<file path="src/rtl/sprite_pkg.sv">
`default_nettype none
// ============================================================================
// Module   : sprite_pkg
// Purpose  : Shared state encodings, pixel field widths and sizing helpers
// Revision : 1.0
// ============================================================================
package sprite_pkg;

  localparam int X_W  = 9;
  localparam int Y_W  = 8;
  localparam int C_W  = 3;
  localparam int ST_W = 3;

  typedef logic [ST_W-1:0] state_t;

  localparam state_t S_IDLE       = 3'd0;
  localparam state_t S_ERASE_REQ  = 3'd1;
  localparam state_t S_ERASE_WAIT = 3'd2;
  localparam state_t S_DRAW_REQ   = 3'd3;
  localparam state_t S_DRAW_WAIT  = 3'd4;
  localparam state_t S_NEXT       = 3'd5;

  // Counter/index width that never collapses to zero bits.
  function automatic int clog2_min1(input int value);
    return (value > 1) ? $clog2(value) : 1;
  endfunction

endpackage
`default_nettype wire

</file>
<file path="src/rtl/sprite_draw_scheduler_frame_timer.sv">
`default_nettype none
// ============================================================================
// Module   : frame_timer
// Purpose  : Free-running frame divider with a one-cycle tick on each wrap
// Revision : 1.0
// ============================================================================
module frame_timer
  import sprite_pkg::*;
#(
  parameter int FRAME_DIV = 833333
) (
  input  logic clk,
  input  logic reset,
  output logic tick
);

  localparam int                c_cnt_w = clog2_min1(FRAME_DIV);
  localparam logic [c_cnt_w-1:0] c_last  = c_cnt_w'(FRAME_DIV - 1);

  logic [c_cnt_w-1:0] r_cnt;
  logic               r_tick;

  always_ff @(posedge clk or posedge reset) begin
    if (reset) begin
      r_cnt  <= '0;
      r_tick <= 1'b0;
    end else if (r_cnt == c_last) begin
      r_cnt  <= '0;
      r_tick <= 1'b1;
    end else begin
      r_cnt  <= r_cnt + c_cnt_w'(1);
      r_tick <= 1'b0;
    end
  end

  assign tick = r_tick;

endmodule
`default_nettype wire

</file>
<file path="src/rtl/sprite_draw_scheduler.sv">
`default_nettype none
// ============================================================================
// Module   : sprite_draw_scheduler
// Purpose  : Per-frame erase/draw sequencer multiplexing sprites onto one VGA port
// Revision : 1.0
// ============================================================================
module sprite_draw_scheduler
  import sprite_pkg::*;
#(
  parameter int NUM_SPRITES  = 4,
  parameter int FRAME_DIV    = 833333,
  parameter int ERASE_CYCLES = 44,
  parameter int DRAW_TIMEOUT = 63
) (
  input  logic                       clk,
  input  logic                       reset,
  output logic [NUM_SPRITES-1:0]     draw_signal,
  output logic [NUM_SPRITES-1:0]     erase_signal,
  input  logic [NUM_SPRITES-1:0]     finish,
  input  logic [X_W*NUM_SPRITES-1:0] sprite_x,
  input  logic [Y_W*NUM_SPRITES-1:0] sprite_y,
  input  logic [C_W*NUM_SPRITES-1:0] sprite_colour,
  output logic [X_W-1:0]             x,
  output logic [Y_W-1:0]             y,
  output logic [C_W-1:0]             colour,
  output logic                       plot,
  output logic                       busy,
  output logic                       frame_tick,
  output logic                       timeout_err,
  output logic                       overrun_err
);

  localparam int c_idx_w    = clog2_min1(NUM_SPRITES);
  localparam int c_wait_max = (ERASE_CYCLES > DRAW_TIMEOUT) ? ERASE_CYCLES : DRAW_TIMEOUT;
  localparam int c_wait_w   = clog2_min1(c_wait_max + 1);

  localparam logic [c_idx_w-1:0]  c_idx_last      = c_idx_w'(NUM_SPRITES - 1);
  localparam logic [c_wait_w-1:0] c_erase_last    = c_wait_w'(ERASE_CYCLES);
  localparam logic [c_wait_w-1:0] c_draw_last     = c_wait_w'(DRAW_TIMEOUT);
  localparam logic [c_wait_w-1:0] c_plot_first    = c_wait_w'(3);
  localparam logic [c_wait_w-1:0] c_erase_plot_hi = c_wait_w'(ERASE_CYCLES - 2);

  state_t                  r_state;
  state_t                  w_next;
  logic [c_idx_w-1:0]      r_idx;
  logic [c_wait_w-1:0]     r_wait;
  logic                    r_first;
  logic                    r_timeout;
  logic                    r_overrun;
  logic [X_W-1:0]          r_x;
  logic [Y_W-1:0]          r_y;
  logic [C_W-1:0]          r_colour;
  logic                    r_plot;

  logic                    w_tick;
  logic [NUM_SPRITES-1:0]  w_sel;
  logic [X_W-1:0]          w_x;
  logic [Y_W-1:0]          w_y;
  logic [C_W-1:0]          w_colour;
  logic                    w_fin;
  logic                    w_last;
  logic                    w_plot;

  frame_timer #(
    .FRAME_DIV (FRAME_DIV)
  ) u_frame_timer (
    .clk   (clk),
    .reset (reset),
    .tick  (w_tick)
  );

  // One-hot select of the active sprite and its packed pixel fields.
  always_comb begin
    w_sel    = '0;
    w_x      = '0;
    w_y      = '0;
    w_colour = '0;
    for (int i = 0; i < NUM_SPRITES; i++) begin
      if (r_idx == c_idx_w'(i)) begin
        w_sel[i] = 1'b1;
        w_x      = sprite_x[i*X_W +: X_W];
        w_y      = sprite_y[i*Y_W +: Y_W];
        w_colour = sprite_colour[i*C_W +: C_W];
      end
    end
  end

  assign w_fin  = |(finish & w_sel);
  assign w_last = (r_idx == c_idx_last);

  always_ff @(posedge clk or posedge reset) begin
    if (reset) begin
      r_state <= S_IDLE;
    end else begin
      r_state <= w_next;
    end
  end

  always_comb begin
    w_next = r_state;
    case (r_state)
      S_IDLE: begin
        if (w_tick) begin
          w_next = r_first ? S_DRAW_REQ : S_ERASE_REQ;
        end
      end
      S_ERASE_REQ:  w_next = S_ERASE_WAIT;
      S_ERASE_WAIT: begin
        if (r_wait == c_erase_last) begin
          w_next = S_DRAW_REQ;
        end
      end
      S_DRAW_REQ:   w_next = S_DRAW_WAIT;
      S_DRAW_WAIT: begin
        if (w_fin || (r_wait == c_draw_last)) begin
          w_next = S_NEXT;
        end
      end
      S_NEXT: begin
        if (w_last) begin
          w_next = S_IDLE;
        end else begin
          w_next = r_first ? S_DRAW_REQ : S_ERASE_REQ;
        end
      end
      default: w_next = S_IDLE;
    endcase
  end

  always_comb begin
    draw_signal  = '0;
    erase_signal = '0;
    busy         = (r_state != S_IDLE);
    w_plot       = 1'b0;
    case (r_state)
      S_ERASE_REQ: erase_signal = w_sel;
      S_ERASE_WAIT: begin
        erase_signal = w_sel;
        w_plot       = (r_wait >= c_plot_first) && (r_wait <= c_erase_plot_hi);
      end
      S_DRAW_REQ:  draw_signal = w_sel;
      S_DRAW_WAIT: begin
        draw_signal = w_sel;
        w_plot      = (r_wait >= c_plot_first) && !w_fin;
      end
      default: ;
    endcase
  end

  // r_wait reads 1 on the first cycle of a wait state and counts up from there.
  always_ff @(posedge clk or posedge reset) begin
    if (reset) begin
      r_idx     <= '0;
      r_wait    <= '0;
      r_first   <= 1'b1;
      r_timeout <= 1'b0;
      r_overrun <= 1'b0;
      r_x       <= '0;
      r_y       <= '0;
      r_colour  <= '0;
      r_plot    <= 1'b0;
    end else begin
      r_x      <= w_x;
      r_y      <= w_y;
      r_colour <= w_colour;
      r_plot   <= w_plot;

      if ((r_state == S_IDLE) && w_tick) begin
        r_idx <= '0;
      end else if ((r_state == S_NEXT) && !w_last) begin
        r_idx <= r_idx + c_idx_w'(1);
      end

      if ((r_state == S_NEXT) && w_last) begin
        r_first <= 1'b0;
      end

      if ((w_next == S_ERASE_WAIT) || (w_next == S_DRAW_WAIT)) begin
        r_wait <= (w_next == r_state) ? r_wait + c_wait_w'(1) : c_wait_w'(1);
      end else begin
        r_wait <= '0;
      end

      if ((r_state == S_DRAW_WAIT) && !w_fin && (r_wait == c_draw_last)) begin
        r_timeout <= 1'b1;
      end

      if (w_tick && (r_state != S_IDLE)) begin
        r_overrun <= 1'b1;
      end
    end
  end

  assign x           = r_x;
  assign y           = r_y;
  assign colour      = r_colour;
  assign plot        = r_plot;
  assign frame_tick  = w_tick;
  assign timeout_err = r_timeout;
  assign overrun_err = r_overrun;

endmodule
`default_nettype wire

</file>
<file path="config.mk">
export PLATFORM = sky130hd
export DESIGN_NAME = sprite_draw_scheduler
export DESIGN_NICKNAME = d
export VERILOG_FILES = /design/src/rtl/sprite_pkg.sv /design/src/rtl/sprite_draw_scheduler_frame_timer.sv /design/src/rtl/sprite_draw_scheduler.sv
export SDC_FILE = /design/constraint.sdc
export NUM_CORES = 1
export LEC_CHECK = 0
export BUFFER_PORTS_ARGS = -buffer_cell sky130_fd_sc_hd__buf_2
export CAP_MARGIN = 20
export CORE_MARGIN = 1
export CORE_UTILIZATION = 35
export CTS_CLUSTER_DIAMETER = 60
export DETAILED_ROUTE_END_ITERATION = 16
export GPL_ROUTABILITY_DRIVEN = 0
export PLACE_DENSITY = 0.59
export RECOVER_POWER = 100
export SYNTH_ARGS = -nofsm -noshare
export SYNTH_HDL_FRONTEND = slang
export SYNTH_SLANG_ARGS = --single-unit
export TNS_END_PERCENT = 5
</file>
<file path="constraint.sdc">
create_clock -name clk -period 2.4 [get_ports clk]
set_clock_uncertainty 0.05 [all_clocks]
set_input_delay 0.36 -clock clk [delete_from_list [all_inputs] [get_ports clk]]
set_output_delay 0.36 -clock clk [all_outputs]
set_load 0.02 [all_outputs]
</file>
==> metrics.yaml <==
outcome:
  status: "finished, final reports clean"
logic_synthesis:
  yosysTopAreaCell: "dfrtp_1"
  ys_ff_latch: 56
  synthAdderAreaFrac_pct: 3.67
  synth-compound-area-share_pct: 16.7
  synth_warnings: 0
  yosys.area_share.simple_pct: 23.8
  synthTopCellsByCount: "55 x dfrtp_1, 37 x nand2_1, 23 x nor2b_1"
  synth_cells: 321
  synth_top_family_by_area: "simple AND/OR/NAND/NOR gates"
  yosys.cell_types.count: 44
  syn_area_sq_mm: 0.00307
  synthesis.nets: 416
  synth_edf_count: 0
  async_flop_share_pct: 100
  muxShareOfSynthArea_pct: 0
  synth_ff_type: "dfrtp_1"
  synth_top_area_share_pct: 44.8
  syn_area_per_cell_sq_um: 9.57
  post-synth-top-count-cell: "dfrtp_1"
  ys_seq_area_share_pct: 45.7
  synth_xor_xnor_area_share_pct: 5.99
  synth.area.top_cells: "dfrtp_1 45%, a221oi_1 6.0%, o31ai_1 4.9%"
timing:
  period_share_pct: 92.3
  max_slew.worst_pin.slew_ns: 0.935
  fmax_mhz: 451
  min_period_ns: 2.22
  setup_viol: 0
  finalSetupTns_ns: 0
  relSlewSlack_pct: 37.6
  rsz0062_at_grt: "false"
  final_hold_viol_count: 0
  finalMaxSlewViolations: 0
drt:
  wire_per_inst_microns: 14.5
  first_pass_iters: 4
  vias: 2795
  ant_nets: 0
  viasPerCell: 5.16
  routed_wl_microns: 7880
  drc_errors: 0
  drt_iter0_drc: 43
setup_path:
  cpMaxStageDelayCell: "dfrtp_1"
  critical_path_buf_inv_count: 1
  reg2reg_depth: 6
  worstSetupPathType: "register to output pin"
  crit_chain: "nor2_1 -> nand2_1 -> o21ai_0 -> and2_1 -> buf_2"
  cp_top_family: "simple AND/OR/NAND/NOR gates"
  worst-path-stages: 5
  worst_setup_path_start_kind: "register"
  worstPathRequired_ns: 1.99
  cp.arrival_ns: 1.81
  worstPathMaxFanout: 13
  end_kind: "output pin"
  max_stage_delay_ns: 0.55
power_and_ir_drop:
  vdd_ir_drop_max_mv: 0.215
  powerDensity_mw_per_mm2: 493
  p_leak_nw: 1.71
final_layout:
  fin_nets: 531
  drive_gt1_share_pct: 24.9
  diodes: 0
  area_growth_pct: 24.0
  final_area_sq_mm: 0.00381
  fillers: 876
clock_network:
  cts_resized: 0
  clockBufferDepth: 2
  numCtsBuffers: 5
  cts_root_buf: "clkbuf_8"
  clk-insertion-delay-late_ns: 0.31
  cts_tree: "yes"
  clock-sinks: 56
  clk_pin_slew_worst_paths_ns: 0.10
  h-tree-depth: 2
die:
  dieArea_sq_mm: 0.00915
  rows: 33
  die_w_microns: 95.7
  start_util_pct: 36.8
  die_y_microns: 95.7
  ios: 119
  core_sq_mm: 0.00834
grt:
  grt_pass1_vias: 2574
  grt_pass1_wl_microns: 12200
  antenna_found_initial: 0
  grt_start_max_net_pins: 43
  grt.total_usage_pct: 17.2
  grt_remaining_overflow: 0
placement:
  place_area_sq_mm: 0.00378
  dp_hpwl_microns: 5910
  port_buffers: 118
hold_path:
  holdPathStages: 3
  hp-class: "input pin to register"
run:
  max_cap_viol_count: 0
-- worst min-delay path, stage by stage --
cell,delay [ns]
buf_2,0.08
nand2_1,0.04
o31ai_1,0.05
-- repair_timing --
item / CTS / global route
hold buffers: 1 / 0
hold endpoints to repair: 14 / 0
setup endpoints to repair: 0 / 0
buffers inserted: 0 / 0
-- cells by family (layout without fill, tap and decap cells) --
family | count (synthesis) | after routing
AND/OR/NAND/NOR | 136 | 136
buffers and inverters | 31 | 147
flip-flops | 56 | 56
XOR/XNOR | 21 | 21
AO/OA/AOI/OAI | 68 | 68
adder cells (fa/ha/maj) | 9 | 9
-- layer usage --
| metal | vias up | routed length (microns) | GRT usage, % | share of wire [%] |
|---|---|---|---|---|
| li1 | 1385 | - | - | - |
| met1 | 1342 | 3470 | 23.4 | 44 |
| met2 | 59 | 4060 | 28.3 | 52 |
| met3 | 9 | 258 | 2.79 | 3.3 |
| met4 | 0 | 90 | 4.60 | 1.1 |
| met5 | - | 0 | 0 | 0 |
-- layout make-up --
cell class	instances	area [sq um]	share of cell area (%)
clock buffer	5	68.8	1.81
clock inverter	3	22.5	0.592
inverter	11	41.3	1.08
multi-input combinational	234	1530	40.1
sequential	56	1400	36.9
tap	105	131	3.45
timing repair buffer	128	613	16.1
-- metrics by stage --
stage	setup WS (ns)	util, %	total power [W]	hold WS, ns	std cells
after global routing	0.00211	45.6	0.00199	0.179	542
after CTS	0.194	46.6	0.00193	0.186	542
after floorplan	0.558	-	0.00124	0.396	321
after global placement	0.512	45.4	0.00138	0.305	533
after detailed placement	0.458	45.4	0.00139	0.305	533
final	0.184	45.6	0.00188	0.196	542
-- worst paths after layout --
kind	startpoint	endpoint	slack, ns
worst min-delay path	sprite_y[27]	y[3]	0.20
worst max-delay path	r_state[0]	draw_signal[0]	0.18
min in group asynchronous	reset	colour[0]	0.58
worst min register to register	overrun_err	overrun_err	0.41
max in group asynchronous	reset	r_wait[4]	0.40
worst max register to register	r_idx[0]	r_wait[5]	0.25
-- placed cells by master (no fill, tap or decap), types with 2 or more instances in the layout --
cell | netlist | layout
a211oi_1 | 2 | 2
a21oi_1 | 11 | 11
a221oi_1 | 21 | 22
a31oi_1 | 2 | 2
and2_1 | 7 | 7
and3_1 | 3 | 3
and4_1 | 4 | 4
buf_2 | 4 | 92
clkbuf_1 | 15 | 30
clkbuf_2 | 0 | 3
clkbuf_8 | 0 | 5
dfrtp_1 | 55 | 55
ha_1 | 9 | 9
inv_1 | 11 | 11
nand2_1 | 37 | 37
nand2b_1 | 2 | 2
nand3_1 | 12 | 12
nand4_1 | 5 | 5
nand4b_1 | 3 | 3
nor2_1 | 19 | 19
nor2b_1 | 23 | 23
nor3_1 | 9 | 9
nor4_1 | 1 | 2
nor4b_1 | 3 | 3
o21ai_0 | 4 | 4
o31ai_1 | 20 | 20
xnor2_1 | 14 | 14
xor2_1 | 7 | 7
-- sequential cells by signal, indices dropped and copies added (netlist names) --
register	flops
r_idx	2
r_wait	6
colour	3
plot	1
u_frame_timer.tick	1
timeout_err	1
overrun_err	1
r_first	1
y	8
x	9
r_state	3
u_frame_timer.r_cnt	20
-- report_power, final --
group          internal [W]  switching [W]  total (W)
registers          0.000978      0.0000254    0.00100
clock network      0.000210       0.000316   0.000526
logic              0.000146       0.000203   0.000349
total               0.00133       0.000544    0.00188
Power figures use the tool's default switching activity.
